### src/rtl/instr_fetch_unit.sv
// Instruction fetch stage: drives the async instruction-memory read port from the pc
// and registers each fetched word into an IF/ID slot handed to decode over valid/ready.
//
// state | meaning
// PAUSE | en low; no fetches, all state held
// RUN   | fetching whenever the IF/ID slot is free
// ERR   | misaligned redirect seen; terminal until rst
module instr_fetch_unit #(
    parameter int          ADDR_W   = 10,
    parameter logic [31:0] RESET_PC = 32'h0000_0000
) (
    input  logic              clk,
    input  logic              rst,
    input  logic              en,
    output logic [ADDR_W-1:0] imem_addr,
    input  logic [31:0]       imem_data,
    input  logic              redirect_valid,
    input  logic [31:0]       redirect_pc,
    input  logic              id_ready,
    output logic              id_valid,
    output logic [31:0]       id_instr,
    output logic [31:0]       id_pc,
    output logic [31:0]       id_pc_plus4,
    output logic [31:0]       fetch_count,
    output logic              misaligned_err
);

    typedef enum logic [1:0] {
        ST_PAUSE = 2'd0,
        ST_RUN   = 2'd1,
        ST_ERR   = 2'd2
    } state_t;

    state_t      r_state;
    logic [31:0] r_pc;
    logic        r_id_valid;
    logic [31:0] r_id_instr;
    logic [31:0] r_id_pc;
    logic [31:0] r_id_pc_plus4;
    logic [31:0] r_fetch_count;
    logic        r_misaligned_err;

    logic        w_slot_free;
    logic        w_fire;
    logic        w_misaligned;
    logic [31:0] w_pc_plus4;

    assign w_slot_free  = !r_id_valid || id_ready;
    assign w_fire       = (r_state == ST_RUN) && en && w_slot_free && !redirect_valid;
    assign w_misaligned = (redirect_pc[1:0] != 2'b00);
    assign w_pc_plus4   = r_pc + 32'd4;

    // Memory aliases on the low word-address bits; upper pc bits are ignored here.
    assign imem_addr = r_pc[ADDR_W+1:2];

    always_ff @(posedge clk or posedge rst) begin
        if (rst) begin
            r_state          <= ST_PAUSE;
            r_pc             <= RESET_PC;
            r_id_valid       <= 1'b0;
            r_id_instr       <= 32'd0;
            r_id_pc          <= 32'd0;
            r_id_pc_plus4    <= 32'd0;
            r_fetch_count    <= 32'd0;
            r_misaligned_err <= 1'b0;
        end else if (r_state == ST_ERR) begin
            r_id_valid <= 1'b0;
        end else if (redirect_valid) begin
            // Flush wins over a stalled slot; pc keeps the bad target for debug.
            r_id_valid <= 1'b0;
            r_pc       <= redirect_pc;
            if (w_misaligned) begin
                r_state          <= ST_ERR;
                r_misaligned_err <= 1'b1;
            end else begin
                r_state <= en ? ST_RUN : ST_PAUSE;
            end
        end else begin
            r_state <= en ? ST_RUN : ST_PAUSE;
            if (w_fire) begin
                r_id_valid    <= 1'b1;
                r_id_instr    <= imem_data;
                r_id_pc       <= r_pc;
                r_id_pc_plus4 <= w_pc_plus4;
                r_pc          <= w_pc_plus4;
                if (r_fetch_count != 32'hFFFF_FFFF) begin
                    r_fetch_count <= r_fetch_count + 32'd1;
                end
            end else if (r_id_valid && id_ready) begin
                r_id_valid <= 1'b0;
            end
        end
    end

    assign id_valid       = r_id_valid;
    assign id_instr       = r_id_instr;
    assign id_pc          = r_id_pc;
    assign id_pc_plus4    = r_id_pc_plus4;
    assign fetch_count    = r_fetch_count;
    assign misaligned_err = r_misaligned_err;

endmodule

### config.mk
export PLATFORM = sky130hd
export DESIGN_NAME = instr_fetch_unit
export DESIGN_NICKNAME = d
export VERILOG_FILES = /design/src/rtl/instr_fetch_unit.sv
export SDC_FILE = /design/constraint.sdc
export NUM_CORES = 1
export LEC_CHECK = 0
export ABC_AREA = 1
export CAP_MARGIN = 15
export CORE_ASPECT_RATIO = 0.8
export CORE_MARGIN = 4
export CORE_UTILIZATION = 45
export DETAILED_ROUTE_END_ITERATION = 10
export GPL_TIMING_DRIVEN = 0
export PLACE_DENSITY_LB_ADDON = 0.08
export SLEW_MARGIN = 20
export SYNTH_ARGS = -nofsm -noshare
export SYNTH_HDL_FRONTEND = slang
export SYNTH_SLANG_ARGS = --single-unit
export TNS_END_PERCENT = 50
### constraint.sdc
create_clock -name clk -period 6.4 [get_ports clk]
set_clock_uncertainty 0.05 [all_clocks]
set_input_delay 1.28 -clock clk [delete_from_list [all_inputs] [get_ports clk]]
set_output_delay 1.28 -clock clk [all_outputs]
set_load 0.005 [all_outputs]
; After elaboration in Yosys (flattened, before gate mapping)
; Index checks and enable logic that the tools add are counted.
; Widths: inputs -> output; s select.
[word_totals]
word_cells = 38
output_inout_bits = 140
reg_bits = 164
in_bits = 69
[classes]
n_bitwise = 2
eq_ne = 3
add_sub_neg = 2
reduce_logical = 14
mux = 9
[ops]
columns = cell, n
row1 = $mux 32, 2
row2 = $add 32x1->32 const B, 1
row3 = $add 32x3->32 const B, 1
row4 = $ne 32x32->1 const B, 1
row5 = $reduce_and 3->1, 2
row6 = $mux 1, 5
row7 = $logic_and 1x1->1, 4
row8 = $mux 2, 2
row9 = $reduce_and 4->1, 1
row10 = $reduce_bool 2->1, 2
row11 = $reduce_bool 4->1, 1
row12 = $eq 2x1->1 const B, 1
row13 = $eq 2x2->1 const B, 1
row14 = $logic_not 1->1, 2
row15 = $not 1->1, 2
row16 = $reduce_and 2->1, 1
row17 = $logic_or 1x1->1, 1

; Longest topological paths before layout
[logic_depth]
depth_word = 7
mapped_depth = 11
mapped_depth_nobuf = 11

; Worst setup path after synthesis
; Ideal clock, no wire load.
[synth_path]
kind = input to register
startpoint = input en
endpoint = register r_id_pc_plus4[5] (netlist: id_pc_plus4[5])
setup_slack_ps = 4050
setup_time_ps = 117
path_stages = 9
t_required_ps = 6233
arrival_time_ps = 2182
cell_sequence = nand2_1 nor2_1 nand2_1 nor2_4 inv_2 buf_2 clkbuf_1 nand2_1 nand2_1
[synth_via]
elab_chain_cells = 4
[synth_rtl]
columns = element, line_no
row1 = from (decl), 14  ; input logic en,
row2 = $logic_and 1x1->1 (3 in series), 49  ; assign w_fire = (r_state == ST_RUN) && en && w_slot_free && !redirect_valid;
row3 = $reduce_and 3->1 (no source line), n/a
row4 = to (signal assigned), 84  ; r_id_pc_plus4 <= w_pc_plus4;
row5 = to (decl), 39  ; logic [31:0] r_id_pc_plus4;
; Every way passes these cells.
; A chain may end at the register's enable or synchronous reset.

; Worst setup path in the final report
[layout_path]
startpoint = input en
endpoint = register r_id_instr[19] (netlist: id_instr[19])
[layout_via]
elab_chain_cells = 4
[layout_rtl]
columns = element, line_no
row1 = $logic_and 1x1->1 (3 in series), 49
row2 = $reduce_and 3->1 (no source line), n/a
row3 = to (signal assigned), 82  ; r_id_instr <= imem_data;
row4 = to (decl), 37  ; logic [31:0] r_id_instr;
; Every way passes these cells.

==> metrics list <==
- Combinational power share: 39.0%
- Switching Power: 1.61 mW
- TritonCTS built the clock tree.
- IO Pins: ~210
- Max-slew headroom at the worst pin: 58.5%
- In this run the cell area of the synthesized design comes to roughly 8000 µm².
- Total of buffers placed on input and output ports: 208
* Worst path slowest cell: clkdlybuf4s50_1
* Deepest level of the CTS H-tree: 4
- The tree is rooted in a clkbuf_16.
- For this run, the top clock speed supported by timing is 345 MHz.
- Floorplan die width: 158 µm
- After the last flow step, the layout net total stands at roughly 1400.
* Switching part of the total power: 34.1%
- Power spread over the standard cell area amounts to around 420 nW/µm².
* Post-synthesis average cell area: 7.37 µm²
- Maximum number of pins on one net before global-route repair: 86
* Clk buf depth: 2
- Setup total negative slack: 0 ns
- The clock drives 162 sinks.
- Worst setup SP type: input pin
* Reg clk slew, reported paths: ~0.070 ns
- Routability-driven placement finished with a final weighted congestion of 0.929.
- The flow ran to the end, and the final reports show no timing, DRC or antenna violations.
- The share of total power dissipated in sequential elements is a little under two fifths.
- Synthesis inferred approximately 160 register bits.
- DIE HEIGHT: around 130 µm
- Maximum fanout count along the critical path: 10
- The clock network burns between 20% and 30% of the power.
- Number of distinct library cells after synthesis: 33
* Starting density of the core: between 40% and 50%
- After technology mapping, the gate count stands at 1105.
* Congestion Overflow GR: 0
* Antenna violations before repair: 0
* Placeable core region: 17500 µm²
- Final non-filler cell area: roughly 11000 µm²
- Counting every net in the synthesized netlist gives 1176.
* Post-DR wirelength/cell: 15.7 µm
* Fin. max-slew vios: 0
- Cells with a size suffix above 1 make up under 10% of the layout.
- The die covers 20300 µm².
- Number of setup buffers added after CTS: 0
* Post-route clock period utilization: 45.3%
- Summed over all instances, the cell type with the most area after synthesis is dfrtp_1.
- Final Hold Vio Count: 0
- Using the TritonRoute via totals, the vias-per-cell ratio works out to 4.98.
- Core utilization of the finished layout: between 60 and 70%
- Via count: 7823
- The Yosys step of the flow raised 0 warnings.
* Global-route wire length before repair: 39200 µm
- TritonCTS created 17 clock buffers.
- Global routing used 24.6% of the available tracks.
- Top cells by area in the synthesized netlist: dfrtp_1 (50%), nand2_1 (24%), nor2_1 (5.5%)
* Cell repeated most along the worst path: nand2_1
- For this run, design rule violations remaining after detail routing come to 0.
- The later pin in the worst-skew pair is clocked with a latency of 0.43 ns.
* Aggregate routed wire length: 24600 µm
* Sequential area share after synthesis: 49.8%
- The first detailed-routing pass took 6 iterations.
* Post-DP HPWL: 18100 µm
* Relative area change from synthesis to final layout: 37.2%
- Int Power: 3.11 mW
- For the pin with the worst max-slew slack, the measured transition is between 0.6 and 0.7 ns.
- Number of resized instances in the post-cts repair step: 0
- Area of placed instances: 10500 µm²
* CTS Hold Bufs: 0
- The detail route stage leaves a number of antenna-violating nets equal to 0.
- Fraction of post-synthesis cell area in the top cell type by area: 49.8%
- Across the VDD grid, the largest voltage drop is between 0.2 and 0.25 mV.
- Total power for the finished layout comes to between 4 and 5 mW.
- The worst path needs 2.90 ns of the cycle, external delays included.
- Total of max-cap violations: 0
* Number of inserted diodes: 0
- The analysis attributes to cell leakage a power of roughly 5.3 nW.
* Peak per-stage delay on the critical path: 0.48 ns
- Setup repair after global routing left no endpoint under its margin.
- Via count of the first global-routing pass: roughly 7400
* Starting DRT DRC Count: 735
- Cells traversed along the worst timing path: clkdlybuf4s50_1 -> nand2_1 -> nor2_1 -> nand2_1 -> nor2_4 -> inv_2 -> buf_2 -> clkbuf_1 -> nand2_1 -> nand2_1
- Type of destination of the critical path: flop
- At the worst endpoint, the required time is 6.66 ns.
* Endpoint arrival time on the critical path: 3.16 ns
- Hold Path Class: reg2reg
* Final setup violation count: 0
* Site Rows: 43
* Setup CP Type: in2reg
## synth_stat cells, drive strengths merged
| cell | number |
|---|---|
| or2 | 3 |
| dfrtp | 162 |
| xor2 | 14 |
| o31ai | 1 |
| nand3 | 45 |
| xnor2 | 5 |
| a31oi | 1 |
| clkbuf | 16 |
| o21a | 3 |
| and2 | 1 |
| o21ai | 64 |
| nor2 | 132 |
| nand3b | 6 |
| buf | 33 |
| a21oi | 17 |
| o211ai | 1 |
| inv | 74 |
| nor3 | 1 |
| ha | 2 |
| o22ai | 5 |
| nand2 | 519 |
## routing by layer
layer / up-vias / GRT usage (%) / part of all wire, %
met4: 0 / 6.42 / 1.3
met3: 26 / 5.64 / 7.4
met2: 287 / 37.8 / 45
li1: 3856 / - / -
met1: 3654 / 35.5 / 47
met5: - / 0 / 0
## stage by stage
step / hold WS [ns] / instances / worst slack, ns
final: 0.420 / 1571 / 3.50
after detailed placement: 0.408 / 1539 / 3.04
after CTS: 0.423 / 1571 / 3.48
after global routing: 0.446 / 1571 / 3.32
after floorplan: 0.399 / 1105 / 0.693
after global placement: 0.402 / 1538 / -1.80
## power groups by stage
stage	Sequential, mW	Clock, mW	Combinational [mW]
finish	1.78	1.10	1.84
global route	1.83	1.16	2.06
CTS	1.77	1.12	1.87
detailed placement	1.78	0	1.85
global placement	1.77	0	1.83
floorplan	1.76	0	0.811
## final timing paths
kind                           startpoint         endpoint  slack (ns)  depth (start not counted)
setup / recovery                       en     id_instr[19]        3.50                         10
hold / removal             misaligned_err   misaligned_err        0.42                          1
setup reg to reg               r_state[0]     id_instr[19]        4.49                          9
hold reg to reg            misaligned_err   misaligned_err        0.42                          1
max in group asynchronous             rst  id_pc_plus4[21]        4.18                          3
min in group asynchronous             rst     id_instr[30]        1.29                          2
## worst max-delay path: cells and delay by family
kind,cells,cell delay (ns)
buf+inv,4,1.09
simple gates,6,0.78
## final cells by class
| cell class | instances | area, µm² |
|---|---|---|
| well taps | 225 | 282 |
| plain buffers | 49 | 298 |
| fillers | 1582 | 6370 |
| flip-flops and latches | 162 | 4050 |
| repair buffers | 209 | 2110 |
| clock inverters | 12 | 181 |
| inverters | 74 | 285 |
| multi-input cells | 820 | 3510 |
| clock buffers | 20 | 447 |
## cells by family (layout without fill, tap and decap cells)
group | after synthesis | in the layout | synth area share [%]
AO/OA/AOI/OAI | 92 | 92 | 5.90
XOR/XNOR | 19 | 19 | 2.14
adder cells (fa/ha/maj) | 2 | 2 | 0.307
buffers and inverters | 123 | 364 | 7.07
flip-flops | 162 | 162 | 49.8
AND/OR/NAND/NOR | 707 | 707 | 34.8
## cell usage in the layout (no fill, tap or decap), types with 18 or more instances in the layout
cell type / n
dfrtp_1: 162
nand2_1: 512
o21ai_1: 35
clkdlybuf4s50_1: 208
nand3_1: 45
clkbuf_1: 18
inv_1: 69
nor2_1: 119
o21ai_0: 29
## state kept, by name (all words and copies together), names as in the netlist
name / count
fetch_count: 32
id_instr: 32
id_pc: 32
r_pc: 32
id_pc_plus4: 30
r_state: 2
id_valid: 1
misaligned_err: 1
Power figures use the tool's default switching activity.
==> variant 1, RTL diff (same flow settings) <==
`ADDR_W`: 10 -> 11.
--- a/src/rtl/instr_fetch_unit.sv
+++ b/src/rtl/instr_fetch_unit.sv
@@ -7,5 +7,5 @@
 // ERR   | misaligned redirect seen; terminal until rst
 module instr_fetch_unit #(
-    parameter int          ADDR_W   = 10,
+    parameter int          ADDR_W   = 11,
     parameter logic [31:0] RESET_PC = 32'h0000_0000
 ) (
Interface: changed (resized imem_addr); port bits go from 209 to 210. The function was not compared with the original's and may differ.
==> variant 1 against the original RTL <==
  * Wire length decreased by 0.49%
  * Area after synthesis about the same
  * Count of clock-buffer cells in the layout is 4 higher
  * Worst setup slack lost 54 ps
  * Die area is essentially flat
  * Maximum frequency is 1.8% lower
  * Sequential cell count did not move
  * Core utilization fell by 0.17 points
  * Design area fell by 0.27%
  * Hold slack worse by 2.6 ps
  * Synthesized cell count about the same
  * Total power is 1.5% lower
  * Clock power down 7%
==> variant 1: results (changes against the original RTL) <==
** Global route
- Met1 Use GR :: 36.2% (was 35.5%)
- The routing usage on met3 was 4.71% (was 5.64%).
- The met2 capacity usage during global routing was 37.8% (about the same).
- The via count of the first global-routing pass is 7375 (was 7428).
- The largest net degree at the start of global routing is 88 (was 86).
- The global-route wire length before repair is 39.2 mm (about the same).
- The total routing resource utilization after global routing was 24.5% (was 24.6%).

** Clock tree
- Post-CTS repair timing setup buffer count :: 0 (unchanged)
- The level count of the clock H-tree came to 4 (unchanged).

** Worst hold path
- Number of cells on the worst hold path :: 2 (was 1)
- The worst min-delay path startpoint is id_instr[10] (was misaligned_err).
- The worst min-delay path endpoint is id_instr[10] (was misaligned_err).

** Placed design
- The placer's final routability congestion estimate came to 0.889 (was 0.929).
- Placed wire-length estimate after detailed placement :: 18.2 mm (was 18.1 mm)
- Count of input and output buffers :: 209 (was 208)

** Worst setup path
- Source of the worst register-to-register timing path :: r_state[1] (was r_state[0])
- The endpoint of the most critical setup path was id_instr[30] (was id_instr[19]).
- Arrival time worst endpoint :: 3260 ps (was 3160 ps)
- Reg2reg setup slack :: 4460 ps (was 4490 ps)
- Cell depth of the worst flop-to-flop path :: 7 (was 9)
- The worst-path maximum fanout is 10 (unchanged).

** Routing
- Total length of routed met2 wires :: 10.9 mm (was 11.0 mm)
- Avg WL per Cell :: 15.6 µm (was 15.7 µm)
- Number of nets with antenna violations after detailed routing :: 0 (unchanged)
- The detailed-route vias per instance is 4.98 (about the same).
- The total met3 wirelength after detailed routing was 1.65 mm (was 1.81 mm).
- The first-pass iteration count of the detailed router is 5 (was 6).
- The total routed wire length on the met1 layer came to 11.6 mm (was 11.5 mm).
- First-iteration detailed-routing DRC count :: 615 (was 735)

** STA
- The slew of the pin with the lowest slew margin is 630 ps (was 623 ps).

** Layout
- The fraction of final layout cells with drive strength greater than 1 was 6.53% (was 6.69%).
- Net total in the final layout :: 1406 (was 1404)
- # fillers :: 1637 (was 1582)

** Power
- Total leakage power :: 5.29 nW (about the same)
- The maximum VDD drop came to 229 µV (was 227 µV).

** Outcome
- Status: finished, final reports clean (unchanged).

** Synth
- The fraction of the yosys area taken by sequential cells is 49.7% (was 49.8%).
- Number of nets produced by synthesis :: 1177 (was 1176)
- Cells taking the most area after synthesis :: sky130_fd_sc_hd__dfrtp_1 (50%), sky130_fd_sc_hd__nand2_1 (24%), sky130_fd_sc_hd__nor2_1 (5.5%), sky130_fd_sc_hd__inv_1 (3.2%), sky130_fd_sc_hd__nand3_1 (2.8%) (unchanged)
[variant 1: cell families (layout without fill, tap and decap cells)]
family                   Yosys count  in the layout  share of synthesized area [%]
buffers and inverters            124            365                           7.15
AND/OR/NAND/NOR                  707            707                           34.8
XOR/XNOR                          19             19                           2.13
AO/OA/AOI/OAI                     92             92                           5.90
adder cells (fa/ha/maj)            2              2                          0.307
flip-flops                       162            162                           49.7
[variant 1: final cells by class]
type                            instances  area (µm²)  area share (%)
Tap cell                              225         282            2.53
Clock buffer                           24         482            4.32
Timing Repair Buffer                  210        2120            19.0
Multi-Input combinational cell        820        3510            31.5
Clock inverter                          7        98.8           0.887
Sequential cell                       162        4050            36.4
Buffer                                 50         305            2.74
Inverter                               74         285            2.56
[variant 1: worst max-delay path: stages]
cell and delay, ps:
sky130_fd_sc_hd__clkdlybuf4s50_1 490, sky130_fd_sc_hd__nand2_1 60, sky130_fd_sc_hd__nor2_1 100, sky130_fd_sc_hd__nand2_1 120
sky130_fd_sc_hd__nor2_4 320, sky130_fd_sc_hd__buf_2 360, sky130_fd_sc_hd__buf_2 330, sky130_fd_sc_hd__nand2_1 110
sky130_fd_sc_hd__nand2_1 90
[variant 1: through the flow]
stage / hold WS, ps / total power, W / cells / instance area, µm² / setup WS (ps)
floorplan: 399 / 0.00258 / 1106 / 8150 / 693
global placement: 402 / 0.00361 / 1540 / 10500 / -1830
detailed placement: 408 / 0.00364 / 1541 / 10600 / 3030
CTS: 424 / 0.00468 / 1572 / 11100 / 3430
global route: 432 / 0.00499 / 1572 / 11100 / 3290
finish: 418 / 0.00466 / 1572 / 11100 / 3450
[variant 1: report_power, final]
group,total (W),internal (W),switching (W)
registers,0.00179,0.00145,0.000335
logic,0.00185,0.00100,0.000843
clock network,0.00102,0.000606,0.000416
total,0.00466,0.00306,0.00159
==> variant 2, RTL diff (same settings) <==
Without the edit above. Register the output `fetch_count` once more; this adds one clock of latency there. The other outputs are not delayed to match.
--- a/src/rtl/instr_fetch_unit.sv
+++ b/src/rtl/instr_fetch_unit.sv
@@ -97,5 +97,7 @@
     assign id_pc          = r_id_pc;
     assign id_pc_plus4    = r_id_pc_plus4;
-    assign fetch_count    = r_fetch_count;
+    always_ff @(posedge clk) begin
+        fetch_count <= r_fetch_count;
+    end
     assign misaligned_err = r_misaligned_err;
 
Behaviour: not the same (a bounded check fails within 4 cycles, from zero or initial values and one cycle with rst high).
==> variant 2 against the original RTL <==
  * Sequential cell count grew 32
  * Clock power shrank 11%
  * Global-route usage down 0.14 points
  * Largest power group is now registers
  * Total power shrank 0.97%
  * Critical path depth is 8 lower
  * Register-to-register slack lost 130 ps
  * Wire length rose by 7.3%
  * Design area rose by 5.1%
  * Count of clock-buffer cells in the layout unchanged
  * Via count is 2.9% higher
  * Area after synthesis rose by 7.7%
  * Hold slack got worse by 39 ps
  * Worst setup slack better by 16 ps
==> variant 2: results (changes against the original RTL) <==
** Routing
- Top routing layer in use :: met5 (was met4)
- WL met1 :: 12.8 mm (was 11.5 mm)
- Via count normalized by instance count :: 4.94 (was 4.98)
- The overall routed net length is 26.4 mm (was 24.6 mm).
- The total met3 wirelength after detailed routing was 2.65 mm (was 1.81 mm).
- Total length of routed met2 wires :: 10.7 mm (was 11.0 mm)
- First-iteration detailed-routing DRC count :: 645 (was 735)
- The first-pass iteration count of the detailed router came to 5 (was 6).

** Synth
- Part of the Yosys area used for sequential elements :: 53.5% (was 49.8%)
- The distinct cell type count after synthesis came to 34 (was 33).
- The number of nets in the synthesized netlist was 1202 (was 1176).
- Mapped Cells :: 1131 (was 1105)
- The async set-reset flop share out of synthesis is 83.5% (was 100%).
- Top cells by count, synth :: sky130_fd_sc_hd__nand2_1 (522), sky130_fd_sc_hd__dfrtp_1 (162), sky130_fd_sc_hd__nor2_1 (124) (was sky130_fd_sc_hd__nand2_1 (512), sky130_fd_sc_hd__dfrtp_1 (162), sky130_fd_sc_hd__nor2_1 (119))
- Cells taking the most area after synthesis: sky130_fd_sc_hd__dfrtp_1 (46%), sky130_fd_sc_hd__nand2_1 (22%), sky130_fd_sc_hd__dfxtp_1 (7.3%), sky130_fd_sc_hd__nor2_1 (5.3%), sky130_fd_sc_hd__o21ai_0 (2.7%) (was sky130_fd_sc_hd__dfrtp_1 (50%), sky130_fd_sc_hd__nand2_1 (24%), sky130_fd_sc_hd__nor2_1 (5.5%), sky130_fd_sc_hd__inv_1 (3.2%), sky130_fd_sc_hd__nand3_1 (2.8%)).

** Global route
- The via count of the first global-routing pass is 7598 (was 7428).
- The global-route wire length before repair is 41.7 mm (was 39.2 mm).
- Initial antenna violation count :: 1 (was 0)
- The largest net degree at the start of global routing was 97 (was 86).
- The total routing resource utilization after global routing is 24.5% (was 24.6%).

** Power
- The power group with the largest share was registers (was combinational cells).
- Worst VDD drop :: 232 µV (was 227 µV)
- The leakage power was 5.48 nW (was 5.29 nW).
- The reported clock group power came to 0.000976 W (was 0.00110 W).
- Clock Power Share :: 20.9% (was 23.4%)
- The sequential power share was 41.9% (was 37.6%).

** Layout
- The fraction of final layout cells with drive strength greater than 1 is 6.85% (was 6.69%).
- Net total in the final layout :: 1430 (was 1404)
- The final instance count without filler cells came to 1630 (was 1571).
- # fillers :: 1785 (was 1582)

** Worst setup path
- The worst-path maximum fanout came to 6 (was 10).
- Crit path max-delay cell type :: sky130_fd_sc_hd__dfrtp_1 (was sky130_fd_sc_hd__clkdlybuf4s50_1)
- The data arrival time of the critical path is 1550 ps (was 3160 ps).

** Outcome
- Status: finished, final reports clean (unchanged).

** STA
- The headroom to the max-slew limit was 51.9% (was 58.5%).

** Placed design
- Placed wire-length estimate after detailed placement :: 20.0 mm (was 18.1 mm)

** Clock tree
- The clock network latency to the later pin of the worst-skew pair was 430 ps (about the same).
[variant 2: cell count changes after synthesis, moves of 5 or more]
| cell | delta |
|---|---|
| sky130_fd_sc_hd__nand3_1 | -17 |
| sky130_fd_sc_hd__inv_1 | -16 |
| sky130_fd_sc_hd__nor2_1 | +5 |
| sky130_fd_sc_hd__nand2_1 | +10 |
| sky130_fd_sc_hd__nand3b_1 | +15 |
| sky130_fd_sc_hd__o21ai_0 | +19 |
| sky130_fd_sc_hd__dfxtp_1 | +32 |
| sky130_fd_sc_hd__o21ai_1 | -25 |
[variant 2: worst paths after layout]
| kind | from | to | slack, ps | cells after the start |
|---|---|---|---|---|
| worst min register to register | r_fetch_count[0] | fetch_count[0] | 380 | 0 |
| worst max-delay path | r_pc[6] | imem_addr[4] | 3520 | 2 |
| worst max register to register | r_pc[2] | r_pc[30] | 4360 | 10 |
| max in group asynchronous | rst | r_fetch_count[9] | 4170 | 3 |
| min in group asynchronous | rst | id_pc_plus4[18] | 1340 | 2 |
| worst min-delay path | r_fetch_count[0] | fetch_count[0] | 380 | 0 |
[variant 2: cell families after synthesis]
family	Yosys count	synth area share (%)
simple gates	726	33.6
fa+ha+maj	2	0.285
buf+inv	105	5.62
flops	194	53.5
compound gates	89	5.35
xor+xnor	15	1.58
[variant 2: routing by layer]
layer  up-vias  GRT usage [%]
li1       3956              -
met1      3759           37.8
met2       314           34.1
met3        16           6.57
met4         2           5.73
met5         -              0
[variant 2: stage by stage]
step	setup WS (ps)	area [µm²]	hold WS (ps)
after floorplan	693	8770	341
after global placement	-1730	11200	365
after detailed placement	3080	11200	366
after CTS	3500	11700	383
after global routing	3400	11700	410
final	3520	11700	382
[variant 2: area by class of cell]
| class | instances | area, µm² | share of cell area, % |
|---|---|---|---|
| flip-flops and latches | 194 | 4690 | 40.0 |
| multi-input cells | 832 | 3580 | 30.5 |
| repair buffers | 209 | 2110 | 18.0 |
| clock buffers | 20 | 447 | 3.81 |
| well taps | 258 | 323 | 2.75 |
| plain buffers | 49 | 283 | 2.41 |
| inverters | 56 | 218 | 1.85 |
| clock inverters | 12 | 82.6 | 0.703 |
[variant 2: worst reg2reg max path, stage by stage, from the launching register on]
cell,delay (ps)
sky130_fd_sc_hd__dfrtp_1,460
sky130_fd_sc_hd__ha_1,220
sky130_fd_sc_hd__nand2_1,80
sky130_fd_sc_hd__nor2_2,210
sky130_fd_sc_hd__nand2_2,190
sky130_fd_sc_hd__nor2_1,350
sky130_fd_sc_hd__nand2_1,100
sky130_fd_sc_hd__nand2_1,90
sky130_fd_sc_hd__nand3_1,60
sky130_fd_sc_hd__nand2_1,80
sky130_fd_sc_hd__nand2_1,50
